--- src/rtl/cpu_pipe_pkg.sv ---
// Shared types and constants for the CPU front-end pipeline stages.
// Holds the fetch-entry layout and the program-memory timing assumptions.
package cpu_pipe_pkg;

    localparam int IMEM_LATENCY  = 1;
    localparam int IF_WIDTH      = 32;
    localparam int IF_ADDR_WIDTH = 12;
    localparam int RESET_PC_DEF  = 0;

    typedef struct packed {
        logic [IF_WIDTH-1:0]      instr;
        logic [IF_ADDR_WIDTH-1:0] pc;
    } fetch_entry_t;

endpackage

--- src/rtl/ifq_fifo.sv ---
// Instruction queue: DEPTH-entry FIFO with synchronous flush. Head is read combinationally.
// Latency: one cycle from push to visible head. No backpressure: the producer must never push into a full queue.
module ifq_fifo import cpu_pipe_pkg::*; #(
    parameter type entry_t = fetch_entry_t,
    parameter int  DEPTH   = 2
) (
    input  logic                   clk,
    input  logic                   rst,
    input  logic                   push,
    input  entry_t                 push_dat,
    input  logic                   pop,
    input  logic                   flush,
    output entry_t                 head_dat,
    output logic [$clog2(DEPTH):0] count
);

    localparam int PTR_W = $clog2(DEPTH);
    localparam int CNT_W = PTR_W + 1;

    entry_t             mem_q [DEPTH];
    entry_t             mem_d [DEPTH];
    logic [PTR_W-1:0]   wr_ptr_q, wr_ptr_d;
    logic [PTR_W-1:0]   rd_ptr_q, rd_ptr_d;
    logic [CNT_W-1:0]   count_q, count_d;

    always_comb begin
        mem_d    = mem_q;
        wr_ptr_d = wr_ptr_q;
        rd_ptr_d = rd_ptr_q;
        count_d  = count_q;
        if (flush) begin
            wr_ptr_d = '0;
            rd_ptr_d = '0;
            count_d  = '0;
        end else begin
            // Pointers wrap naturally because DEPTH is a power of two.
            if (push) begin
                mem_d[wr_ptr_q] = push_dat;
                wr_ptr_d        = wr_ptr_q + PTR_W'(1);
            end
            if (pop) begin
                rd_ptr_d = rd_ptr_q + PTR_W'(1);
            end
            case ({push, pop})
                2'b10:   count_d = count_q + CNT_W'(1);
                2'b01:   count_d = count_q - CNT_W'(1);
                default: count_d = count_q;
            endcase
        end
    end

    always_ff @(posedge clk or posedge rst) begin
        if (rst) begin
            for (int i = 0; i < DEPTH; i++) begin
                mem_q[i] <= '0;
            end
            wr_ptr_q <= '0;
            rd_ptr_q <= '0;
            count_q  <= '0;
        end else begin
            mem_q    <= mem_d;
            wr_ptr_q <= wr_ptr_d;
            rd_ptr_q <= rd_ptr_d;
            count_q  <= count_d;
        end
    end

    assign head_dat = mem_q[rd_ptr_q];
    assign count    = count_q;

    a_count_bound: assert property (@(posedge clk) disable iff (rst)
        count_q <= CNT_W'(DEPTH));
    a_no_overflow: assert property (@(posedge clk) disable iff (rst)
        !(push && !pop && !flush && count_q == CNT_W'(DEPTH)));

endmodule

--- src/rtl/ifetch_unit.sv ---
// Fetch front end: PC generation, 1-cycle imem access, PC-tagged instruction queue toward decode.
// Latency: request at t, dec_valid at t+2. Decode stalls throttle fetch by credit; a redirect flushes everything in flight.
module ifetch_unit import cpu_pipe_pkg::*; #(
    parameter int                    WIDTH      = IF_WIDTH,
    parameter int                    ADDR_WIDTH = IF_ADDR_WIDTH,
    parameter int                    DEPTH      = 2,
    parameter logic [ADDR_WIDTH-1:0] RESET_PC   = ADDR_WIDTH'(RESET_PC_DEF)
) (
    input  logic                  clk,
    input  logic                  reset,
    output logic [ADDR_WIDTH-1:0] imem_addr,
    output logic                  imem_req,
    input  logic [WIDTH-1:0]      imem_rdata,
    input  logic                  redirect_valid,
    input  logic [ADDR_WIDTH-1:0] redirect_pc,
    output logic                  dec_valid,
    input  logic                  dec_ready,
    output logic [WIDTH-1:0]      dec_instr,
    output logic [ADDR_WIDTH-1:0] dec_pc
);

    localparam int CNT_W = $clog2(DEPTH) + 1;

    typedef struct packed {
        logic [WIDTH-1:0]      instr;
        logic [ADDR_WIDTH-1:0] pc;
    } entry_t;

    logic [ADDR_WIDTH-1:0] pc_q, pc_d;
    logic [ADDR_WIDTH-1:0] issued_pc_q, issued_pc_d;
    logic                  inflight_q, inflight_d;
    logic [CNT_W-1:0]      count;
    logic [CNT_W:0]        occ;
    logic                  pop;
    logic                  push;
    entry_t                push_dat;
    entry_t                head_dat;

    assign dec_valid = (count != '0) && !redirect_valid;
    assign pop       = dec_valid && dec_ready;
    assign push      = inflight_q && !redirect_valid;

    // Credit: slots already used or promised, after this cycle's pop, must leave room.
    assign occ      = {1'b0, count} + (CNT_W+1)'(inflight_q) - (CNT_W+1)'(pop);
    assign imem_req = !reset && !redirect_valid && (occ < (CNT_W+1)'(DEPTH));

    assign push_dat  = '{instr: imem_rdata, pc: issued_pc_q};
    assign imem_addr = pc_q;
    assign dec_instr = head_dat.instr;
    assign dec_pc    = head_dat.pc;

    always_comb begin
        pc_d        = pc_q;
        issued_pc_d = issued_pc_q;
        inflight_d  = imem_req;
        if (redirect_valid) begin
            pc_d = redirect_pc;
        end else if (imem_req) begin
            pc_d        = pc_q + ADDR_WIDTH'(1);
            issued_pc_d = pc_q;
        end
    end

    always_ff @(posedge clk or posedge reset) begin
        if (reset) begin
            pc_q        <= RESET_PC;
            issued_pc_q <= '0;
            inflight_q  <= 1'b0;
        end else begin
            pc_q        <= pc_d;
            issued_pc_q <= issued_pc_d;
            inflight_q  <= inflight_d;
        end
    end

    ifq_fifo #(
        .entry_t (entry_t),
        .DEPTH   (DEPTH)
    ) u_ifq (
        .clk      (clk),
        .rst      (reset),
        .push     (push),
        .push_dat (push_dat),
        .pop      (pop),
        .flush    (redirect_valid),
        .head_dat (head_dat),
        .count    (count)
    );

    a_addr_stable: assert property (@(posedge clk) disable iff (reset)
        (!imem_req && !redirect_valid) |=> $stable(imem_addr));
    a_resp_tracked: assert property (@(posedge clk) disable iff (reset)
        imem_req |-> ##IMEM_LATENCY inflight_q);

endmodule

--- config.mk ---
export PLATFORM = sky130hd
export DESIGN_NAME = ifetch_unit
export DESIGN_NICKNAME = d
export VERILOG_FILES = /design/src/rtl/cpu_pipe_pkg.sv /design/src/rtl/ifq_fifo.sv /design/src/rtl/ifetch_unit.sv
export SDC_FILE = /design/constraint.sdc
export NUM_CORES = 1
export LEC_CHECK = 0
export CAP_MARGIN = 20
export CORE_MARGIN = 4
export CORE_UTILIZATION = 30
export CTS_CLUSTER_SIZE = 25
export DETAILED_ROUTE_END_ITERATION = 10
export SYNTH_ARGS = -nofsm -noshare
export SYNTH_HDL_FRONTEND = slang
export SYNTH_SLANG_ARGS = --single-unit
--- constraint.sdc ---
create_clock -name clk -period 4.2 [get_ports clk]
set_input_delay 0.42 -clock clk [delete_from_list [all_inputs] [get_ports clk]]
set_output_delay 0.42 -clock clk [all_outputs]
set_load 0.02 [all_outputs]
# Word-level counts from Yosys, hierarchy flattened
# Cells that the tools add are included.
# word_totals
reg_bits	117
in_bits	48
output_inout_bits	58
word_cells	55
# op_classes
add_sub_neg	7
magnitude_cmp	4
eq_ne	2
mux	14
n_bitwise	3
n_reduce_logical	15
# ops
cell	n
$mux 44	4
$bwmux 88	1
$demux 44 s1	1
$mux 12	2
$add 12x1->12 const B	1
$reduce_bool 2->1	4
$logic_and 1x1->1	6
$ge 2x2->1 const B	2
$mux 1	4
$not 1->2	2
$pmux 2 s2	1
$reduce_and 2->1	2
$add 2x1->3	1
$lt 3x2->1 const B	1
$reduce_bool 3->1	1
$sub 3x1->3	1
$add 1x1->1 const B	2
$add 2x1->2 const B	1
$eq 2x1->1 const B	1
$eq 2x2->1 const B	1
$logic_not 1->1	2
$lt 2x1->1 const B	1
$mux 2	1
$sub 2x1->2 const B	1
$not 1->1	1

# Longest topological paths before layout
# logic_depth
word_depth	8
depth_mapped	11
depth_no_buf	10

# By module
# Synthesis repeated with hierarchy kept, for this count alone.
# hier_totals
cells_unflattened	369
hier_area_um2	5357.6
# modules_own_cells
mod	n_inst	cells_each	area_each_um2	seq_area_each_um2
ifq_fifo	1	253	4023.9	2302.2
ifetch_unit	1	116	1333.8	625.6

# Worst setup path before layout
# No wires, ideal clock.
# synth_timing
kind	in2reg
startpoint	input port reset
endpoint	register pc_q[2], in the netlist imem_addr[2]
arrival_time_ns	3.554
required_ns	4.074
setup_slack_ns	0.520
path_stages	3
path_buffers	0
path_cell_list	inv_1 a41oi_1 a221o_1
# synth_via
elab_chain_len	4
# synth_lines
item	line	text
start: declaration	ifetch_unit.sv:10	input logic reset,
$logic_not 1->1 (no source line)	--	
$logic_and 1x1->1 (2 in series)	ifetch_unit.sv:45	assign imem_req = !reset && !redirect_valid && (occ < (CNT_W+1)'(DEPTH));
$reduce_bool 2->1 (no source line)	--	
end signal: assignment	ifetch_unit.sv:70	pc_q <= pc_d;
end: declaration	ifetch_unit.sv:29	logic [ADDR_WIDTH-1:0] pc_q, pc_d;
# Every way passes these cells.
# A chain may end at the register's enable or synchronous reset.

# Worst setup path in the final report
# layout_timing
startpoint	input port dec_ready
endpoint	output port imem_req
# layout_via
elab_chain_len	4
# layout_lines
item	line	text
start: declaration	ifetch_unit.sv:17	input logic dec_ready,
$logic_and 1x1->1	ifetch_unit.sv:40	assign pop = dec_valid && dec_ready;
$sub 3x1->3	ifetch_unit.sv:44	assign occ = {1'b0, count} + (CNT_W+1)'(inflight_q) - (CNT_W+1)'(pop);
$lt 3x2->1	ifetch_unit.sv:45	
$logic_and 1x1->1	ifetch_unit.sv:45	
end: declaration	ifetch_unit.sv:12	output logic imem_req,
# Every way passes these cells.

==> flow_summary_export.csv <==
group,metric,value,unit
critical_path,path_max_fanout,20,
logic_synthesis,yosys_most_used_dff,"dfrtp_1",
logic_synthesis,synthCells,387,
logic_synthesis,ys_seq_area_share,55.9,%
clock_tree,cts.clk_slew.worst_paths,60,ps
logic_synthesis,yosys_register_bits,117,
layout,finalNonFillerCells,737,
clock_tree,cts_resized,0,
global_route,antenna_found_initial,0,
timing,finalHoldViolCount,0,
logic_synthesis,synth_nets,438,
logic_synthesis,async_flop_share,100,%
timing,min_period,3820,ps
power_and_ir_drop,leakagePower,3.04,nW
layout,fillCellCount,1609,
clock_tree,cts_made_buffers,17,
clock_tree,cts_root_buf,"clkbuf_16",
global_route,gr-total-overflow,0,
timing,slew_headroom,45.9,%
die,dieArea,19600,sq um
detailed_routing,first_pass_iters,4,
critical_path,path_class,"primary input to output pin",
critical_path,cp-start-kind,"primary input",
timing,setup_viol,0,
logic_synthesis,synth_edf_count,0,
layout,nets,550,
detailed_routing,first_iter_violations,116,
status,status,"completed",
die,core.rowCount,48,
timing,skew,9.62,ps
clock_tree,cts.sinks,117,
logic_synthesis,yosysUniqueCellTypes,39,
layout,area_delta_synth_final,36.4,%
clock_tree,cts_tree,"built",
clock_tree,cts_buffer_depth,2,
detailed_routing,drc,0,
clock_tree,cts_htree_levels,4,
place,numPortBuffers,105,
job,max_cap_viol_count,0,
detailed_routing,final_antenna_net_count,0,
timing,rsz0062_at_grt,"false",
global_route,grt_util_all_layers,12.7,%
detailed_routing,wire_per_inst,15.9,microns
place,hpwl,8000,microns
global_route,grt_pass1_vias,3814,
die,core-area,17200,sq um
power_and_ir_drop,power,4.19,mW
clock_tree,cts_setup_buffers,0,
timing,setup-tns-final,0,ps
timing,worst_pin_slew,811,ps
die,io_pins,106,
timing,fmax,262,MHz
timing,setup_ws,384,ps
min_path,hold_path_class,"register to register",
global_route,grt_pass1_wl,19800,microns
critical_path,required,3780,ps
layout,diodes,0,
place,place_ws,366,ps
detailed_routing,drt_wl_total,11700,microns
logic_synthesis,yosys_warnings,0,
clock_tree,insertion_delay,410,ps
logic_synthesis,syn_area_per_cell,13.5,sq um
layout,final_cell_mix,"133 x mux2_2, 116 x dfrtp_1, 105 x clkdlybuf4s50_1, 41 x nand2_1, 17 x clkbuf_16",
critical_path,arrival,3400,ps
detailed_routing,vias,3467,
layout,layout_commonest_cell,"mux2_2",
power_and_ir_drop,irDropWorstVdd,295,uV
timing,final_max_slew_viol_count,0,
logic_synthesis,synth_area,5240,sq um
detailed_routing,drt-vias-per-instance,4.70,
clock_tree,holdBufCountCts,0,
critical_path,cp-end-kind,"output pin",
global_route,grt_max_degree,64,
place,place_inst,705,
die,die_h,140,microns
die,die_w,140,microns
timing,min_period_over_period,90.9,%
place,gp_congestion,0.773,
layout,final_layout_size_suffix_gt1_share,35.0,%
power_and_ir_drop,power_density,586,nW/um^2
die,start_util,30.5,%
## through the flow
step	instance area (sq um)	hold WS, ps	util (%)
final	7150	499	41.6
after global routing	7150	503	41.6
after CTS	7150	501	41.6
after detailed placement	6560	487	38.2
after global placement	6540	481	38.1
after floorplan	5240	459	-
## kinds of logic (layout without fill, tap and decap cells)
group,count (synthesis),count (layout),synth area share [%]
buffers and inverters,28,153,2.60
multiplexers,140,140,30.0
flip-flops,117,117,55.9
XOR/XNOR,4,4,0.669
AO/OA/AOI/OAI,24,24,3.51
adder cells (fa/ha/maj),3,3,0.860
AND/OR/NAND/NOR,71,71,6.45
## final timing paths
path                                  from              end  slack (ps)  depth (start not counted)
setup / recovery                 dec_ready         imem_req         380                         10
hold / removal             u_ifq.mem_q[46]  u_ifq.mem_q[46]         500                          1
setup reg to reg            u_ifq.count[1]    imem_addr[10]        1000                         10
hold reg to reg            u_ifq.mem_q[46]  u_ifq.mem_q[46]         500                          1
max in group asynchronous            reset   u_ifq.mem_q[0]        2430                          3
min in group asynchronous            reset   u_ifq.count[1]         540                          2
## report_power, final
group	internal (mW)	leakage (nW)	switching [mW]
sequential	1.44	1.46	0.175
clock	0.929	0.279	0.507
combinational	0.655	1.30	0.482
total	3.03	3.04	1.16
## routing by layer
layer	vias up	global-route usage (%)	routed length (microns)
met5	-	0	0
met4	0	5.20	207
met3	16	3.79	577
met2	83	20.3	5780
met1	1754	16.2	5170
li1	1614	-	-
## synthesized netlist by cell type, types with 2 or more instances
| cell | number | area share (%) |
|---|---|---|
| mux2_2 | 133 | 29 |
| dfrtp_1 | 117 | 56 |
| nand2_1 | 41 | 2.9 |
| buf_2 | 15 | 1.4 |
| inv_1 | 7 | 0.50 |
| nor2_1 | 7 | 0.50 |
| o21ai_0 | 7 | 0.67 |
| mux2i_1 | 6 | 1.1 |
| nand3_1 | 6 | 0.57 |
| a221o_1 | 5 | 0.96 |
| nor4_1 | 4 | 0.48 |
| o311ai_0 | 4 | 0.67 |
| xnor2_1 | 4 | 0.67 |
| buf_4 | 2 | 0.29 |
| clkbuf_1 | 2 | 0.14 |
| ha_1 | 2 | 0.48 |
| nand4_1 | 2 | 0.24 |
| nor3_1 | 2 | 0.19 |
## sequential cells by signal, indices dropped and copies added, names as in the netlist
register	count
u_ifq.count	2
u_ifq.wr_ptr_q	1
issued_pc_q	12
inflight_q	1
u_ifq.rd_ptr_q	1
u_ifq.mem_q	88
imem_addr	12
## critical path, stage by stage
cell and delay (ps):
clkdlybuf4s50_1 500, inv_1 90, nor3_1 320, ha_1 290
nand2b_1 150, fa_1 390, xnor2_1 290, nand3_4 140
inv_6 170, clkdlybuf4s50_1 630
## area by class of cell
cell class	count	area, sq um	share of cell area, %
Multi-Input combinational cell	242	2190	30.6
Inverter	8	37.5	0.525
Clock inverter	13	158	2.21
Timing Repair Buffer	113	1120	15.7
Tap cell	225	282	3.94
Sequential cell	117	2930	41.0
Clock buffer	19	433	6.06
(Power assumes the default switching activity.)
